===== src/rtl/sw_engine_dispatch_if.sv =====
// Host/engine/DRAM signal bundle for the Smith-Waterman dispatch front-end.
// The slave modport is the dispatcher's view; master is the surrounding fabric.
interface sw_engine_dispatch_if #(
  parameter int NUM_ENG    = 4,
  parameter int NUM_PES    = 64,
  parameter int REF_LENGTH = 256,
  parameter int CHAR_BITS  = 2
);
  localparam int EW = (NUM_ENG > 1) ? $clog2(NUM_ENG) : 1;
  localparam int QW = NUM_PES * CHAR_BITS;
  localparam int RW = REF_LENGTH * CHAR_BITS;

  logic                        stall;
  logic [24:0]                 ref_length_in, ref_addr_in;
  logic [15:0]                 num_query_blocks_in;
  logic                        query_info_valid, query_info_rdy_out;
  logic [QW-1:0]               query_seq_block_in;
  logic                        query_seq_block_valid, query_seq_block_rdy_out;
  logic [EW-1:0]               job_engine_out;
  logic [24:0]                 eng_ref_length_out, eng_ref_addr_out;
  logic [15:0]                 eng_num_query_blocks_out;
  logic [NUM_ENG-1:0]          eng_query_info_valid_out, eng_query_info_rdy_in;
  logic [QW-1:0]               eng_query_block_out;
  logic [NUM_ENG-1:0]          eng_query_block_valid_out, eng_query_block_rdy_in;
  logic [NUM_ENG-1:0][24:0]    eng_ref_addr_in, eng_ref_length_in;
  logic [NUM_ENG-1:0]          eng_ref_info_valid_in, eng_done_in;
  logic [24:0]                 dram_ref_addr_out, dram_ref_length_out;
  logic                        dram_ref_info_valid_out, dram_ref_info_rdy_in;
  logic [RW-1:0]               dram_ref_block_in;
  logic                        dram_ref_block_valid, dram_ref_block_rdy_out;
  logic [RW-1:0]               eng_ref_block_out;
  logic [NUM_ENG-1:0]          eng_ref_block_valid_out, eng_ref_block_rdy_in;
  logic [NUM_ENG-1:0]          eng_busy_out;
  logic                        err_overrun_out;

  modport slave (
    input  stall, ref_length_in, ref_addr_in, num_query_blocks_in, query_info_valid,
           query_seq_block_in, query_seq_block_valid, eng_query_info_rdy_in,
           eng_query_block_rdy_in, eng_ref_addr_in, eng_ref_length_in, eng_ref_info_valid_in,
           eng_done_in, dram_ref_info_rdy_in, dram_ref_block_in, dram_ref_block_valid,
           eng_ref_block_rdy_in,
    output query_info_rdy_out, query_seq_block_rdy_out, job_engine_out, eng_ref_length_out,
           eng_ref_addr_out, eng_num_query_blocks_out, eng_query_info_valid_out,
           eng_query_block_out, eng_query_block_valid_out, dram_ref_addr_out,
           dram_ref_length_out, dram_ref_info_valid_out, dram_ref_block_rdy_out,
           eng_ref_block_out, eng_ref_block_valid_out, eng_busy_out, err_overrun_out
  );

  modport master (
    output stall, ref_length_in, ref_addr_in, num_query_blocks_in, query_info_valid,
           query_seq_block_in, query_seq_block_valid, eng_query_info_rdy_in,
           eng_query_block_rdy_in, eng_ref_addr_in, eng_ref_length_in, eng_ref_info_valid_in,
           eng_done_in, dram_ref_info_rdy_in, dram_ref_block_in, dram_ref_block_valid,
           eng_ref_block_rdy_in,
    input  query_info_rdy_out, query_seq_block_rdy_out, job_engine_out, eng_ref_length_out,
           eng_ref_addr_out, eng_num_query_blocks_out, eng_query_info_valid_out,
           eng_query_block_out, eng_query_block_valid_out, dram_ref_addr_out,
           dram_ref_length_out, dram_ref_info_valid_out, dram_ref_block_rdy_out,
           eng_ref_block_out, eng_ref_block_valid_out, eng_busy_out, err_overrun_out
  );
endinterface


===== src/rtl/sw_engine_dispatch.sv =====
// Round-robin job dispatcher and DRAM reference-read arbiter for a cluster of
// Smith-Waterman engines; query and reference paths run as independent FSMs.
module sw_engine_dispatch #(
  parameter int NUM_ENG    = 4,
  parameter int NUM_PES    = 64,
  parameter int REF_LENGTH = 256,
  parameter int CHAR_BITS  = 2
) (
  input logic             clk,
  input logic             rst_n,
  sw_engine_dispatch_if.slave bus
);
  localparam int EW = (NUM_ENG > 1) ? $clog2(NUM_ENG) : 1;

  typedef enum logic [1:0] {Q_IDLE, Q_INFO, Q_BLK}  q_state_t;
  typedef enum logic [1:0] {R_IDLE, R_REQ, R_STRM} r_state_t;

  function automatic logic [EW-1:0] wrap_inc(input logic [EW-1:0] v);
    int t;
    t = int'(v) + 1;
    if (t >= NUM_ENG) t = 0;
    return EW'(t);
  endfunction

  // First set bit of mask scanning circularly from base.
  function automatic logic [EW-1:0] rr_pick(input logic [NUM_ENG-1:0] mask,
                                            input logic [EW-1:0] base);
    logic [EW-1:0] res;
    logic          found;
    int            j;
    res   = '0;
    found = 1'b0;
    for (int k = 0; k < NUM_ENG; k++) begin
      j = int'(base) + k;
      if (j >= NUM_ENG) j = j - NUM_ENG;
      if (!found && mask[EW'(j)]) begin
        found = 1'b1;
        res   = EW'(j);
      end
    end
    return res;
  endfunction

  logic                     r_run;
  q_state_t                 r_qs, w_qs_nx;
  logic [EW-1:0]            r_rr_q, r_qeng, w_pick;
  logic [NUM_ENG-1:0]       r_busy, w_busy_set;
  logic [24:0]              r_len, r_addr;
  logic [15:0]              r_nqb, r_qcnt;
  r_state_t                 r_rs, w_rs_nx;
  logic [EW-1:0]            r_rr_r, r_g, w_gsel;
  logic [NUM_ENG-1:0]       r_pend, w_inflight, w_req_ok, w_req_bad, w_gclr;
  logic [NUM_ENG-1:0][24:0] r_req_addr, r_req_len;
  logic [24:0]              r_daddr, r_dlen, r_rcnt;
  logic                     r_err;
  logic w_go, w_any_free, w_info_acc, w_einfo_acc, w_blk_xfer;
  logic w_grant, w_dreq_acc, w_rblk_xfer;

  // r_run keeps every handshake output low during reset and the first cycle after it.
  assign w_go        = r_run & ~bus.stall;
  assign w_any_free  = |(~r_busy);
  assign w_pick      = rr_pick(~r_busy, r_rr_q);
  assign w_info_acc  = w_go && r_qs == Q_IDLE && w_any_free && bus.query_info_valid;
  assign w_einfo_acc = w_go && r_qs == Q_INFO && bus.eng_query_info_rdy_in[r_qeng];
  assign w_blk_xfer  = w_go && r_qs == Q_BLK && bus.query_seq_block_valid
                       && bus.eng_query_block_rdy_in[r_qeng];
  assign w_busy_set  = w_info_acc ? (NUM_ENG'(1) << w_pick) : '0;

  assign bus.job_engine_out           = r_qeng;
  assign bus.eng_ref_length_out       = r_len;
  assign bus.eng_ref_addr_out         = r_addr;
  assign bus.eng_num_query_blocks_out = r_nqb;
  assign bus.eng_query_block_out      = bus.query_seq_block_in[NUM_PES*CHAR_BITS-1:0];
  assign bus.eng_busy_out             = r_busy;
  assign bus.err_overrun_out          = r_err;

  always_comb begin
    w_qs_nx                       = r_qs;
    bus.query_info_rdy_out        = 1'b0;
    bus.eng_query_info_valid_out  = '0;
    bus.eng_query_block_valid_out = '0;
    bus.query_seq_block_rdy_out   = 1'b0;
    case (r_qs)
      Q_IDLE: begin
        bus.query_info_rdy_out = w_go & w_any_free;
        if (w_info_acc) w_qs_nx = Q_INFO;
      end
      Q_INFO: begin
        bus.eng_query_info_valid_out[r_qeng] = w_go;
        if (w_einfo_acc) w_qs_nx = (r_nqb == 16'd0) ? Q_IDLE : Q_BLK;
      end
      Q_BLK: begin
        bus.eng_query_block_valid_out[r_qeng] = w_go & bus.query_seq_block_valid;
        bus.query_seq_block_rdy_out           = w_go & bus.eng_query_block_rdy_in[r_qeng];
        if (w_blk_xfer && r_qcnt == 16'd1) w_qs_nx = Q_IDLE;
      end
      default: w_qs_nx = Q_IDLE;
    endcase
  end

  // Done pulses are single-cycle events and are taken even while stalled.
  always_ff @(posedge clk or negedge rst_n) begin
    if (!rst_n) begin
      r_run  <= 1'b0;
      r_qs   <= Q_IDLE;
      r_rr_q <= '0;
      r_qeng <= '0;
      r_busy <= '0;
      r_len  <= '0;
      r_addr <= '0;
      r_nqb  <= '0;
      r_qcnt <= '0;
    end else begin
      r_run  <= 1'b1;
      r_qs   <= w_qs_nx;
      r_busy <= (r_busy & ~bus.eng_done_in) | w_busy_set;
      if (w_info_acc) begin
        r_len  <= bus.ref_length_in;
        r_addr <= bus.ref_addr_in;
        r_nqb  <= bus.num_query_blocks_in;
        r_qeng <= w_pick;
        r_rr_q <= wrap_inc(w_pick);
      end
      if (w_einfo_acc)     r_qcnt <= r_nqb;
      else if (w_blk_xfer) r_qcnt <= r_qcnt - 16'd1;
    end
  end

  // An engine already pending or currently being served cannot queue another request.
  assign w_inflight  = (r_rs != R_IDLE) ? (NUM_ENG'(1) << r_g) : '0;
  assign w_req_ok    = bus.eng_ref_info_valid_in & ~r_pend & ~w_inflight;
  assign w_req_bad   = bus.eng_ref_info_valid_in & ~w_req_ok;
  assign w_gsel      = rr_pick(r_pend, r_rr_r);
  assign w_grant     = w_go && r_rs == R_IDLE && |r_pend;
  assign w_gclr      = w_grant ? (NUM_ENG'(1) << w_gsel) : '0;
  assign w_dreq_acc  = w_go && r_rs == R_REQ && bus.dram_ref_info_rdy_in;
  assign w_rblk_xfer = w_go && r_rs == R_STRM && bus.dram_ref_block_valid
                       && bus.eng_ref_block_rdy_in[r_g];

  assign bus.dram_ref_addr_out   = r_daddr;
  assign bus.dram_ref_length_out = r_dlen;
  assign bus.eng_ref_block_out   = bus.dram_ref_block_in[REF_LENGTH*CHAR_BITS-1:0];

  always_comb begin
    w_rs_nx                     = r_rs;
    bus.dram_ref_info_valid_out = 1'b0;
    bus.dram_ref_block_rdy_out  = 1'b0;
    bus.eng_ref_block_valid_out = '0;
    case (r_rs)
      R_IDLE: if (w_grant) w_rs_nx = R_REQ;
      R_REQ: begin
        bus.dram_ref_info_valid_out = w_go;
        if (w_dreq_acc) w_rs_nx = (r_dlen == 25'd0) ? R_IDLE : R_STRM;
      end
      R_STRM: begin
        bus.eng_ref_block_valid_out[r_g] = w_go & bus.dram_ref_block_valid;
        bus.dram_ref_block_rdy_out       = w_go & bus.eng_ref_block_rdy_in[r_g];
        if (w_rblk_xfer && r_rcnt == 25'd1) w_rs_nx = R_IDLE;
      end
      default: w_rs_nx = R_IDLE;
    endcase
  end

  always_ff @(posedge clk or negedge rst_n) begin
    if (!rst_n) begin
      r_rs       <= R_IDLE;
      r_rr_r     <= '0;
      r_g        <= '0;
      r_pend     <= '0;
      r_req_addr <= '0;
      r_req_len  <= '0;
      r_daddr    <= '0;
      r_dlen     <= '0;
      r_rcnt     <= '0;
      r_err      <= 1'b0;
    end else begin
      r_rs   <= w_rs_nx;
      r_pend <= (r_pend & ~w_gclr) | w_req_ok;
      for (int i = 0; i < NUM_ENG; i++) begin
        if (w_req_ok[i]) begin
          r_req_addr[i] <= bus.eng_ref_addr_in[i];
          r_req_len[i]  <= bus.eng_ref_length_in[i];
        end
      end
      if (|w_req_bad) r_err <= 1'b1;
      if (w_grant) begin
        r_g     <= w_gsel;
        r_rr_r  <= wrap_inc(w_gsel);
        r_daddr <= r_req_addr[w_gsel];
        r_dlen  <= r_req_len[w_gsel];
      end
      if (w_dreq_acc)       r_rcnt <= r_dlen;
      else if (w_rblk_xfer) r_rcnt <= r_rcnt - 25'd1;
    end
  end
endmodule


===== src/flat_wrapper.sv =====
// flat-port wrapper written by rule: the top's interface ports become plain ports
module sw_engine_dispatch_flat 
#(
  parameter int NUM_ENG    = 4,
  parameter int NUM_PES    = 64,
  parameter int REF_LENGTH = 256,
  parameter int CHAR_BITS  = 2
)
  (clk, rst_n, bus_stall, bus_ref_length_in, bus_ref_addr_in, bus_num_query_blocks_in, bus_query_info_valid, bus_query_seq_block_in, bus_query_seq_block_valid, bus_eng_query_info_rdy_in, bus_eng_query_block_rdy_in, bus_eng_ref_addr_in, bus_eng_ref_length_in, bus_eng_ref_info_valid_in, bus_eng_done_in, bus_dram_ref_info_rdy_in, bus_dram_ref_block_in, bus_dram_ref_block_valid, bus_eng_ref_block_rdy_in, bus_query_info_rdy_out, bus_query_seq_block_rdy_out, bus_job_engine_out, bus_eng_ref_length_out, bus_eng_ref_addr_out, bus_eng_num_query_blocks_out, bus_eng_query_info_valid_out, bus_eng_query_block_out, bus_eng_query_block_valid_out, bus_dram_ref_addr_out, bus_dram_ref_length_out, bus_dram_ref_info_valid_out, bus_dram_ref_block_rdy_out, bus_eng_ref_block_out, bus_eng_ref_block_valid_out, bus_eng_busy_out, bus_err_overrun_out);
  sw_engine_dispatch_if #(.NUM_ENG(NUM_ENG), .NUM_PES(NUM_PES), .REF_LENGTH(REF_LENGTH), .CHAR_BITS(CHAR_BITS)) bus_i ();
  input logic clk;
  input logic rst_n;
  input wire logic [$bits(bus_i.stall)-1:0] bus_stall;
  input wire logic [$bits(bus_i.ref_length_in)-1:0] bus_ref_length_in;
  input wire logic [$bits(bus_i.ref_addr_in)-1:0] bus_ref_addr_in;
  input wire logic [$bits(bus_i.num_query_blocks_in)-1:0] bus_num_query_blocks_in;
  input wire logic [$bits(bus_i.query_info_valid)-1:0] bus_query_info_valid;
  input wire logic [$bits(bus_i.query_seq_block_in)-1:0] bus_query_seq_block_in;
  input wire logic [$bits(bus_i.query_seq_block_valid)-1:0] bus_query_seq_block_valid;
  input wire logic [$bits(bus_i.eng_query_info_rdy_in)-1:0] bus_eng_query_info_rdy_in;
  input wire logic [$bits(bus_i.eng_query_block_rdy_in)-1:0] bus_eng_query_block_rdy_in;
  input wire logic [$bits(bus_i.eng_ref_addr_in)-1:0] bus_eng_ref_addr_in;
  input wire logic [$bits(bus_i.eng_ref_length_in)-1:0] bus_eng_ref_length_in;
  input wire logic [$bits(bus_i.eng_ref_info_valid_in)-1:0] bus_eng_ref_info_valid_in;
  input wire logic [$bits(bus_i.eng_done_in)-1:0] bus_eng_done_in;
  input wire logic [$bits(bus_i.dram_ref_info_rdy_in)-1:0] bus_dram_ref_info_rdy_in;
  input wire logic [$bits(bus_i.dram_ref_block_in)-1:0] bus_dram_ref_block_in;
  input wire logic [$bits(bus_i.dram_ref_block_valid)-1:0] bus_dram_ref_block_valid;
  input wire logic [$bits(bus_i.eng_ref_block_rdy_in)-1:0] bus_eng_ref_block_rdy_in;
  output wire logic [$bits(bus_i.query_info_rdy_out)-1:0] bus_query_info_rdy_out;
  output wire logic [$bits(bus_i.query_seq_block_rdy_out)-1:0] bus_query_seq_block_rdy_out;
  output wire logic [$bits(bus_i.job_engine_out)-1:0] bus_job_engine_out;
  output wire logic [$bits(bus_i.eng_ref_length_out)-1:0] bus_eng_ref_length_out;
  output wire logic [$bits(bus_i.eng_ref_addr_out)-1:0] bus_eng_ref_addr_out;
  output wire logic [$bits(bus_i.eng_num_query_blocks_out)-1:0] bus_eng_num_query_blocks_out;
  output wire logic [$bits(bus_i.eng_query_info_valid_out)-1:0] bus_eng_query_info_valid_out;
  output wire logic [$bits(bus_i.eng_query_block_out)-1:0] bus_eng_query_block_out;
  output wire logic [$bits(bus_i.eng_query_block_valid_out)-1:0] bus_eng_query_block_valid_out;
  output wire logic [$bits(bus_i.dram_ref_addr_out)-1:0] bus_dram_ref_addr_out;
  output wire logic [$bits(bus_i.dram_ref_length_out)-1:0] bus_dram_ref_length_out;
  output wire logic [$bits(bus_i.dram_ref_info_valid_out)-1:0] bus_dram_ref_info_valid_out;
  output wire logic [$bits(bus_i.dram_ref_block_rdy_out)-1:0] bus_dram_ref_block_rdy_out;
  output wire logic [$bits(bus_i.eng_ref_block_out)-1:0] bus_eng_ref_block_out;
  output wire logic [$bits(bus_i.eng_ref_block_valid_out)-1:0] bus_eng_ref_block_valid_out;
  output wire logic [$bits(bus_i.eng_busy_out)-1:0] bus_eng_busy_out;
  output wire logic [$bits(bus_i.err_overrun_out)-1:0] bus_err_overrun_out;
  assign bus_i.stall = bus_stall;
  assign bus_i.ref_length_in = bus_ref_length_in;
  assign bus_i.ref_addr_in = bus_ref_addr_in;
  assign bus_i.num_query_blocks_in = bus_num_query_blocks_in;
  assign bus_i.query_info_valid = bus_query_info_valid;
  assign bus_i.query_seq_block_in = bus_query_seq_block_in;
  assign bus_i.query_seq_block_valid = bus_query_seq_block_valid;
  assign bus_i.eng_query_info_rdy_in = bus_eng_query_info_rdy_in;
  assign bus_i.eng_query_block_rdy_in = bus_eng_query_block_rdy_in;
  assign bus_i.eng_ref_addr_in = bus_eng_ref_addr_in;
  assign bus_i.eng_ref_length_in = bus_eng_ref_length_in;
  assign bus_i.eng_ref_info_valid_in = bus_eng_ref_info_valid_in;
  assign bus_i.eng_done_in = bus_eng_done_in;
  assign bus_i.dram_ref_info_rdy_in = bus_dram_ref_info_rdy_in;
  assign bus_i.dram_ref_block_in = bus_dram_ref_block_in;
  assign bus_i.dram_ref_block_valid = bus_dram_ref_block_valid;
  assign bus_i.eng_ref_block_rdy_in = bus_eng_ref_block_rdy_in;
  assign bus_query_info_rdy_out = bus_i.query_info_rdy_out;
  assign bus_query_seq_block_rdy_out = bus_i.query_seq_block_rdy_out;
  assign bus_job_engine_out = bus_i.job_engine_out;
  assign bus_eng_ref_length_out = bus_i.eng_ref_length_out;
  assign bus_eng_ref_addr_out = bus_i.eng_ref_addr_out;
  assign bus_eng_num_query_blocks_out = bus_i.eng_num_query_blocks_out;
  assign bus_eng_query_info_valid_out = bus_i.eng_query_info_valid_out;
  assign bus_eng_query_block_out = bus_i.eng_query_block_out;
  assign bus_eng_query_block_valid_out = bus_i.eng_query_block_valid_out;
  assign bus_dram_ref_addr_out = bus_i.dram_ref_addr_out;
  assign bus_dram_ref_length_out = bus_i.dram_ref_length_out;
  assign bus_dram_ref_info_valid_out = bus_i.dram_ref_info_valid_out;
  assign bus_dram_ref_block_rdy_out = bus_i.dram_ref_block_rdy_out;
  assign bus_eng_ref_block_out = bus_i.eng_ref_block_out;
  assign bus_eng_ref_block_valid_out = bus_i.eng_ref_block_valid_out;
  assign bus_eng_busy_out = bus_i.eng_busy_out;
  assign bus_err_overrun_out = bus_i.err_overrun_out;
  sw_engine_dispatch #(.NUM_ENG(NUM_ENG), .NUM_PES(NUM_PES), .REF_LENGTH(REF_LENGTH), .CHAR_BITS(CHAR_BITS)) u_core (.clk(clk), .rst_n(rst_n), .bus(bus_i));
endmodule

===== config.mk =====
export PLATFORM = sky130hd
export DESIGN_NAME = sw_engine_dispatch_flat
export DESIGN_NICKNAME = d
export VERILOG_FILES = /design/src/rtl/sw_engine_dispatch_if.sv /design/src/rtl/sw_engine_dispatch.sv /design/src/flat_wrapper.sv
export SDC_FILE = /design/constraint.sdc
export NUM_CORES = 1
export LEC_CHECK = 0
export CELL_PAD_IN_SITES_DETAIL_PLACEMENT = 1
export CELL_PAD_IN_SITES_GLOBAL_PLACEMENT = 1
export CORE_AREA = 2 2 667 669
export CTS_CLUSTER_DIAMETER = 200
export DETAILED_ROUTE_END_ITERATION = 8
export DIE_AREA = 0 0 669 671
export PLACE_DENSITY_LB_ADDON = 0.2
export SETUP_SLACK_MARGIN = 0.5
export SYNTH_ARGS = -nofsm -noshare
export SYNTH_HDL_FRONTEND = slang
export SYNTH_SLANG_ARGS = --single-unit

===== constraint.sdc =====
create_clock -name clk -period 2.5 [get_ports clk]
set_clock_uncertainty 0.15 [all_clocks]
set_input_delay 0.25 -clock clk [delete_from_list [all_inputs] [get_ports clk]]
set_output_delay 0.25 -clock clk [all_outputs]
set_load 0.02 [all_outputs]

==> summary.md, run 1 <==
| Metric | Value |
|---|---|
| Pre-CTS setup slack | -553.7 ps |
| FF+latch count, synth | ~380 |
| Endpoints failing setup | 1 |
| Net Sw Frac | 0.3985 |
| H-tree depth | 2 |
| Simple-Gate Fraction of Synth Area | 0.05842 |
| Sequential Area | 9515 um2 |
| Setup crit end kind | output port |
| Die height | between 600 and 700 um |
| Combinational share of power | 0.480 |
| Starting Density | 0.04850 |
| PD cells | roughly 1100 nW/um2 |
| Outcome | finished with violations |
| Violated checks | setup timing |
| RSZ-0062 raised after global routing | yes |
| Synth Area per Inst | 11.18 um2 |
| Die width | around 670 um |
| Worst-path cell chain | mux4_2, and2_4, buf_12 |
| Clock Tree Buf Depth | 3 |
| Final Critical Period | about 2600 ps |
| Post-synth EDFFs | 0 |
| Initial DRC Count | between 500 and 600 |
| Fmax | a little under 0.4 GHz |
| Asr flop ratio synth | 1.000 |
| DPL Wire Length | 211.0 mm |
| Row count | 244 |
| Req. time, crit path | between 2000 and 2500 ps |
| Synth Flop Type | dfrtp_1 |
| Core box area | between 400,000 and 500,000 um2 |
| R2R Path End | u_core.r_rcnt[22] |
| Largest net degree at the start of global routing | 77 |
| Root buf cell | clkbuf_16 |
| Slew @ Worst Pin | around 680 ps |
| WL per Instance | ~30 um |
| Post-Synthesis Cells | roughly 1,900 |
| Post-DR vias/cell | about 1.9 |
| Hold WC Path Type | in2reg |
| HP Start | bus_eng_ref_addr_in[69] |
| # Max-Cap Violations | 0 |
| YS warnings | 0 |
| Hold Crit Depth | 2 |
| FILL cells | 51,620 |
| RePlAce Congestion | ~0.8 |
| Leakage power | between 0.01 and 0.015 uW |
| Multi-input combinational cell area | 7527 um2 |
| Number of port buffers | around 430 |
| Arrival @ worst endpoint | between 2000 and 2500 ps |
| DR vias | about 16,000 |
| Largest family of logic cells by synthesized area | buffers and inverters |
| Reg power frac | 0.302 |
| Adder-cell area share of the yosys netlist | 0.005848 |
| Fin worst setup slack | -62.27 ps |
| Hold EP | u_core.r_req_addr[69] |
| Post-synth top area share | 0.4432 |
| Maximum vdd ir drop | about 0.55 mV |
| Final Cycle Share | 1.025 |
| Synth area leaders | dfrtp_1 44%, buf_4 22%, mux2_2 14% |
| Largest stage delay, worst path | approximately 630 ps |
| GRT Util Overall | 0.1032 |
| Mux cell area share after synthesis | 0.1904 |
| Dominant cell type by area after synthesis | dfrtp_1 |
| Reg clk slew, reported paths | ~60 ps |
| Share of cells above drive strength 1 | 0.3632 |
| Synth cell types | 61 |
| Pint | ~23,000 uW |
| CTS buffer count | between 50 and 60 |
| Vias in the first global route | about 17,000 |
| Crit path max fanout | 2 |
| Worst-Skew Late Latency | roughly 700 ps |
| DR pass1 iterations | 5 |
| Boundary Pins | 1,712 |
| CP Class | reg2out |
| # clock sinks | between 300 and 400 |
| Routed Wire Length | 243.9 mm |
| R2r setup slk | around 50 ps |
| Seq/Total Area, Yosys | 0.4432 |
| Die area | 448,900 um2 |
| Slowest CP cell | mux4_2 |
| First-pass GRT wire length | 281.3 mm |
| Xor/xnor cell area share of the yosys netlist | 0.005321 |
| Synth-to-Final Area Change | 66.74% |
| DP Cell Count | between 7,000 and 8,000 |
| Max-slew violation count | 0 |
| P_sw | 15,320 uW |
| Mapped Nets | around 2,900 |
| Worst R2R Start | u_core.r_g[0] |
| CP startpoint kind | flop |
| Slew HR | 0.5402 |
| Mapped cell area | ~21,000 um2 |
| Synth Area in Compound Gates | 0.05444 |
| Initial antenna violation count | 48 |
| Final hold viol count | 0 |
| CTS tree | yes |
| Part of the power in the clock network | 0.218 |
| Post-Layout Cell Count | between 8,000 and 9,000 |
| Nets@finish | approximately 3,100 |
| R2R cell count | 8 |
| Routed Antenna Nets | 0 |
| DRC violations left | 0 |
| GRT Residual Overflow | 0 |
==> power groups by stage <==
stage / Clock [uW] / Sequential, uW / Combinational (uW)
global placement: 0 / 11700 / 16400
detailed placement: 0 / 11800 / 16500
finish: 8380 / 11600 / 18500
floorplan: 0 / 11800 / 8290
CTS: 8880 / 11700 / 18400
global route: 9000 / 12100 / 19900
==> logic make-up after synthesis <==
logic type,count (synthesis)
flops,379
buf+inv,732
other cells,1
fa+ha+maj,10
compound gates,156
mux,370
simple gates,252
xor+xnor,13
==> state kept, by name (all words and copies together) (netlist names) <==
signal,count
u_core.r_rr_r,2
u_core.bus.job_engine_out,2
u_core.bus.dram_ref_length_out,25
u_core.r_rs,2
u_core.bus.eng_busy_out,4
u_core.r_req_len,100
u_core.bus.eng_ref_length_out,25
u_core.bus.eng_num_query_blocks_out,16
u_core.r_pend,4
u_core.r_g,2
u_core.r_qs,2
u_core.r_run,1
u_core.r_qcnt,16
u_core.bus.err_overrun_out,1
u_core.r_rcnt,25
u_core.r_rr_q,2
u_core.r_req_addr,100
u_core.bus.eng_ref_addr_out,25
u_core.bus.dram_ref_addr_out,25
==> metrics by stage <==
stage	hold slack (ps)	total power, uW	utilization	setup TNS, ps	area, um2
6_report	71.65	38450	0.08088	-62.27	35680
3_3_place_gp	81.78	28130	0.06762	-62510	29830
5_1_grt	15.03	41010	0.08084	-1597	35660
3_5_place_dp	82.44	28250	0.06762	-60340	29830
4_1_cts	0.6445	38930	0.07893	-1219	34820
2_1_floorplan	-195.6	20060	-	0	21510
==> worst max-delay path by stage <==
stage | from | endpoint | slack [ps] | depth (start not counted)
3_3_place_gp | bus_stall | bus_eng_ref_block_valid_out[3] | -590 | 8
5_1_grt | u_core.r_g[0] | bus_dram_ref_block_rdy_out | -190 | 3
3_5_place_dp | bus_stall | bus_eng_ref_block_valid_out[0] | -550 | 7
6_report | u_core.r_g[0] | bus_dram_ref_block_rdy_out | -60 | 3
2_1_floorplan | u_core.bus.eng_busy_out[3] | u_core.bus.eng_num_query_blocks_out[14] | 380 | 6
4_1_cts | u_core.r_g[0] | bus_dram_ref_block_rdy_out | -260 | 3
==> synthesized netlist by cell type, types with 18 or more instances <==
| cell type | number |
|---|---|
| buf_2 | 22 |
| buf_4 | 641 |
| clkbuf_1 | 47 |
| dfrtp_1 | 379 |
| inv_1 | 19 |
| mux2_2 | 266 |
| mux2i_1 | 101 |
| nand2_1 | 105 |
| nor2_1 | 34 |
| nor3_1 | 21 |
| nor4_1 | 18 |
| o21ai_0 | 30 |
| o221ai_1 | 52 |
==> worst max-delay path, delay by kind of cell, from the launching register on <==
| kind | cells | cell delay (ps) |
|---|---|---|
| buf+inv | 1 | 140 |
| flops | 1 | 440 |
| mux | 1 | 630 |
| simple gates | 1 | 200 |
==> layout make-up <==
class,count,area share
well taps,5904,0.2070
flip-flops and latches,379,0.2667
diodes,19,0.001333
inverters,19,0.001999
repair buffers,872,0.2603
clock inverters,23,0.009644
multi-input cells,802,0.2110
clock buffers,72,0.04198
==> what timing repair did <==
item                                    CTS  global route
endpoints found under the hold margin   531             0
hold buffers                            210             0
buffers inserted                         42            15
resized for setup                       366            87
gates cloned                              7             8
endpoints found under the setup margin  509           472
pin swaps                                30            49
==> placed cells by master (no fill, tap or decap), types with 17 or more instances in the layout <==
cell type / n
o21ai_0: 25
clkdlybuf4s15_2: 20
nor4_1: 17
nor3_1: 18
inv_1: 18
dfrtp_1: 354
mux2i_1: 91
nand2_1: 86
buf_12: 51
buf_4: 143
mux2_2: 266
dlygate4sd3_1: 209
o221ai_2: 40
clkdlybuf4s50_1: 371
buf_6: 41
a21oi_1: 17
nor2_1: 24
diode_2: 19
clkbuf_16: 60
dfrtp_2: 25
==> per-layer routing <==
layer	up-vias	wire length, um	global-route usage
met1	7490	53340	0.06497
met3	357	54500	0.1065
met5	-	1222	0.01525
met2	1304	119700	0.1785
met4	70	15160	0.05639
li1	6436	-	-
No activity file was read; power rests on OpenSTA's default activity.
==> run 2, diff against run 1 <==
--- a/config.mk
+++ b/config.mk
@@ -12,7 +12,7 @@
 export DETAILED_ROUTE_END_ITERATION = 8
 export DIE_AREA = 0 0 669 671
 export PLACE_DENSITY_LB_ADDON = 0.2
-export SETUP_SLACK_MARGIN = 0.5
+export SETUP_SLACK_MARGIN = 0.02
 export SYNTH_ARGS = -nofsm -noshare
 export SYNTH_HDL_FRONTEND = slang
 export SYNTH_SLANG_ARGS = --single-unit
==> summary.md, run 2 (synthesized netlist as in run 1, its figures left out) <==
| Metric | Value |
|---|---|
| Die width | between 600 and 700 um |
| Largest regs | u_core.r_req_addr: 100 flops, u_core.r_req_len: 100 flops |
| Hold EP | u_core.bus.eng_ref_length_out[10] |
| Slowest CP cell | mux4_2 |
| Hold WC Path Type | in2reg |
| Initial DRC Count | around 650 |
| # Max-Cap Violations | 0 |
| Clock Tree Buf Depth | 3 |
| Req. time, crit path | approximately 2100 ps |
| DR vias | between 15,000 and 20,000 |
| Largest net degree at the start of global routing | 59 |
| Maximum vdd ir drop | between 0.5 and 0.6 mV |
| Nets@finish | 2,992 |
| Violated checks | setup timing |
| Slew @ Worst Pin | between 500 and 600 ps |
| Worst R2R Start | u_core.r_g[0] |
| CTS tree | yes |
| Worst-Skew Late Latency | about 700 ps |
| Pwr Total | roughly 36,000 uW |
| Hold Crit Depth | 2 |
| Pre-CTS setup slack | -486.1 ps |
| Setup crit end kind | output port |
| RSZ-0062 raised after global routing | yes |
| Core box area | between 400,000 and 500,000 um2 |
| WL per Instance | a little over 30 um |
| Row count | ~240 |
| Vias in the first global route | 16,950 |
| Outcome | finished with violations |
| Max-slew violation count | 0 |
| HP Start | bus_ref_length_in[10] |
| PD cells | ~1100 nW/um2 |
| Crit path max fanout | 2 |
| Arrival @ worst endpoint | about 2200 ps |
| Combinational share of power | 0.443 |
| Commonest non-fill, non-tap cell in the layout | clkdlybuf4s50_1 |
| R2r setup slk | around 80 ps |
| Routed Antenna Nets | 0 |
| R2R Path End | u_core.r_rcnt[5] |
| Routed Wire Length | ~250 mm |
| DP Cell Count | 7,685 |
| FILL cells | slightly above 50,000 |
| Worst-path cell chain | mux4_2, and2_4, buf_12 |
| Pint | 21,790 uW |
| R2R cell count | 6 |
| Starting Density | 0.04850 |
| Net Sw Frac | 0.3896 |
| Fin worst setup slack | -78.54 ps |
| H-tree depth | 2 |
| Final core occ | 0.07659 |
| Number of port buffers | approximately 430 |
| GRT Util Overall | 0.1047 |
| Reg clk slew, reported paths | ~60 ps |
| DPL Wire Length | roughly 220 mm |
| CTS buffer count | 53 |
| Post-DR vias/cell | 1.941 |
| GRT Residual Overflow | 0 |
| Synth-to-Final Area Change | 57.91% |
| RePlAce Congestion | ~0.76 |
| Slew HR | 0.6402 |
| Final Cycle Share | 1.031 |
| # clock sinks | roughly 380 |
| Reg power frac | 0.322 |
| Boundary Pins | 1,712 |
| Final hold viol count | 0 |
| Largest stage delay, worst path | about 660 ps |
| Final Critical Period | approximately 2600 ps |
| P_sw | 13,910 uW |
| Die height | around 670 um |
| Leakage power | ~0.012 uW |
| Die area | between 400,000 and 500,000 um2 |
| Share of cells above drive strength 1 | 0.2761 |
| DRC violations left | 0 |
| CP Class | reg2out |
| Endpoints failing setup | 1 |
| DR pass1 iterations | 6 |
| Root buf cell | clkbuf_16 |
| First-pass GRT wire length | ~280 mm |
| CP startpoint kind | flop |
| Fmax | 0.3878 GHz |
| Post-Layout Cell Count | around 8,000 |
| Part of the power in the clock network | 0.235 |
| Most frequent cells in the layout | 397 x clkdlybuf4s50_1, 372 x dfrtp_1, 266 x mux2_2 |
| Initial antenna violation count | between 50 and 60 |
==> run 2: cell types whose count changed in the layout (fill, tap and decap cells not counted), moves of 14 or more <==
cell             change
clkdlybuf4s15_2     -17
clkdlybuf4s50_1     +26
buf_6               -32
o221ai_2            -40
o221ai_1            +47
dfrtp_2             -18
dfrtp_1             +18
nand2_1             +14
buf_4               -20
==> run 2: worst max-delay path by stage <==
| stage | startpoint | slack [ps] | end |
|---|---|---|---|
| after global routing | u_core.r_g[0] | -190 | bus_dram_ref_block_rdy_out |
| after detailed placement | bus_stall | -490 | u_core.r_pend[0] |
| after floorplan | u_core.r_rs[1] | 90 | u_core.r_rcnt[5] |
| after CTS | u_core.r_g[0] | -250 | bus_dram_ref_block_rdy_out |
| after global placement | bus_stall | -450 | u_core.r_pend[1] |
| final | u_core.r_g[0] | -80 | bus_dram_ref_block_rdy_out |
==> run 2: power by group through the flow <==
stage / sequential (uW) / clock (uW) / combinational, uW
final: 11500 / 8390 / 15800
after global routing: 12000 / 9040 / 17300
after CTS: 11600 / 8930 / 16700
after detailed placement: 11700 / 0 / 16200
after global placement: 11600 / 0 / 16100
after floorplan: 11800 / 0 / 8180
==> run 2: what timing repair did <==
item                                    4_1_cts  5_1_grt
setup buffers                                 8        3
endpoints found under the setup margin       39       78
pin swaps                                     7        5
resized for setup                            96       11
hold endpoints to repair                    581        0
hold buffers                                204        0
==> run 2: per-stage QoR <==
stage,hold slack [ps],area [um2],TNS (ps)
final,86.44,33790,-78.54
after global placement,100.8,29670,-57720
after global routing,31.18,33780,-447.9
after detailed placement,96.64,29670,-58310
after CTS,2.469,33700,-651.1
after floorplan,-195.6,21400,0
==> run 2: final cells by class <==
class	count	area, um2	share of cell area
sequential	379	9493	0.2809
timing repair buffer	794	8068	0.2388
tap	5904	7387	0.2186
multi-input combinational	802	6884	0.2037
clock buffer	71	1484	0.04392
clock inverter	25	371.6	0.01100
inverter	19	71.32	0.002111
antenna	12	30.03	0.0008887
==> run 2: critical path: cells and delay by family, from the launching register on <==
family        cells  cell delay, ps
mux               1             660
buf+inv           1             140
simple gates      1             200
flops             1             470
==> run 2: routing by layer <==
layer / track usage / share of wire / wire (um) / vias to the layer above
met5: 0.01547 / 0.0057 / 1391 / -
li1: - / - / - / 6261
met1: 0.06377 / 0.21 / 51760 / 7407
met4: 0.05582 / 0.066 / 16210 / 80
met2: 0.1794 / 0.48 / 117600 / 1417
met3: 0.1150 / 0.24 / 58300 / 375
==> run 3, diff against run 2 <==
--- a/config.mk
+++ b/config.mk
@@ -13,6 +13,7 @@
 export DIE_AREA = 0 0 669 671
 export PLACE_DENSITY_LB_ADDON = 0.2
 export SETUP_SLACK_MARGIN = 0.02
+export SLEW_MARGIN = 30
 export SYNTH_ARGS = -nofsm -noshare
 export SYNTH_HDL_FRONTEND = slang
 export SYNTH_SLANG_ARGS = --single-unit
==> results of run 3 <==
No change in the layout: final DEF, timing and power equal those of run 2.
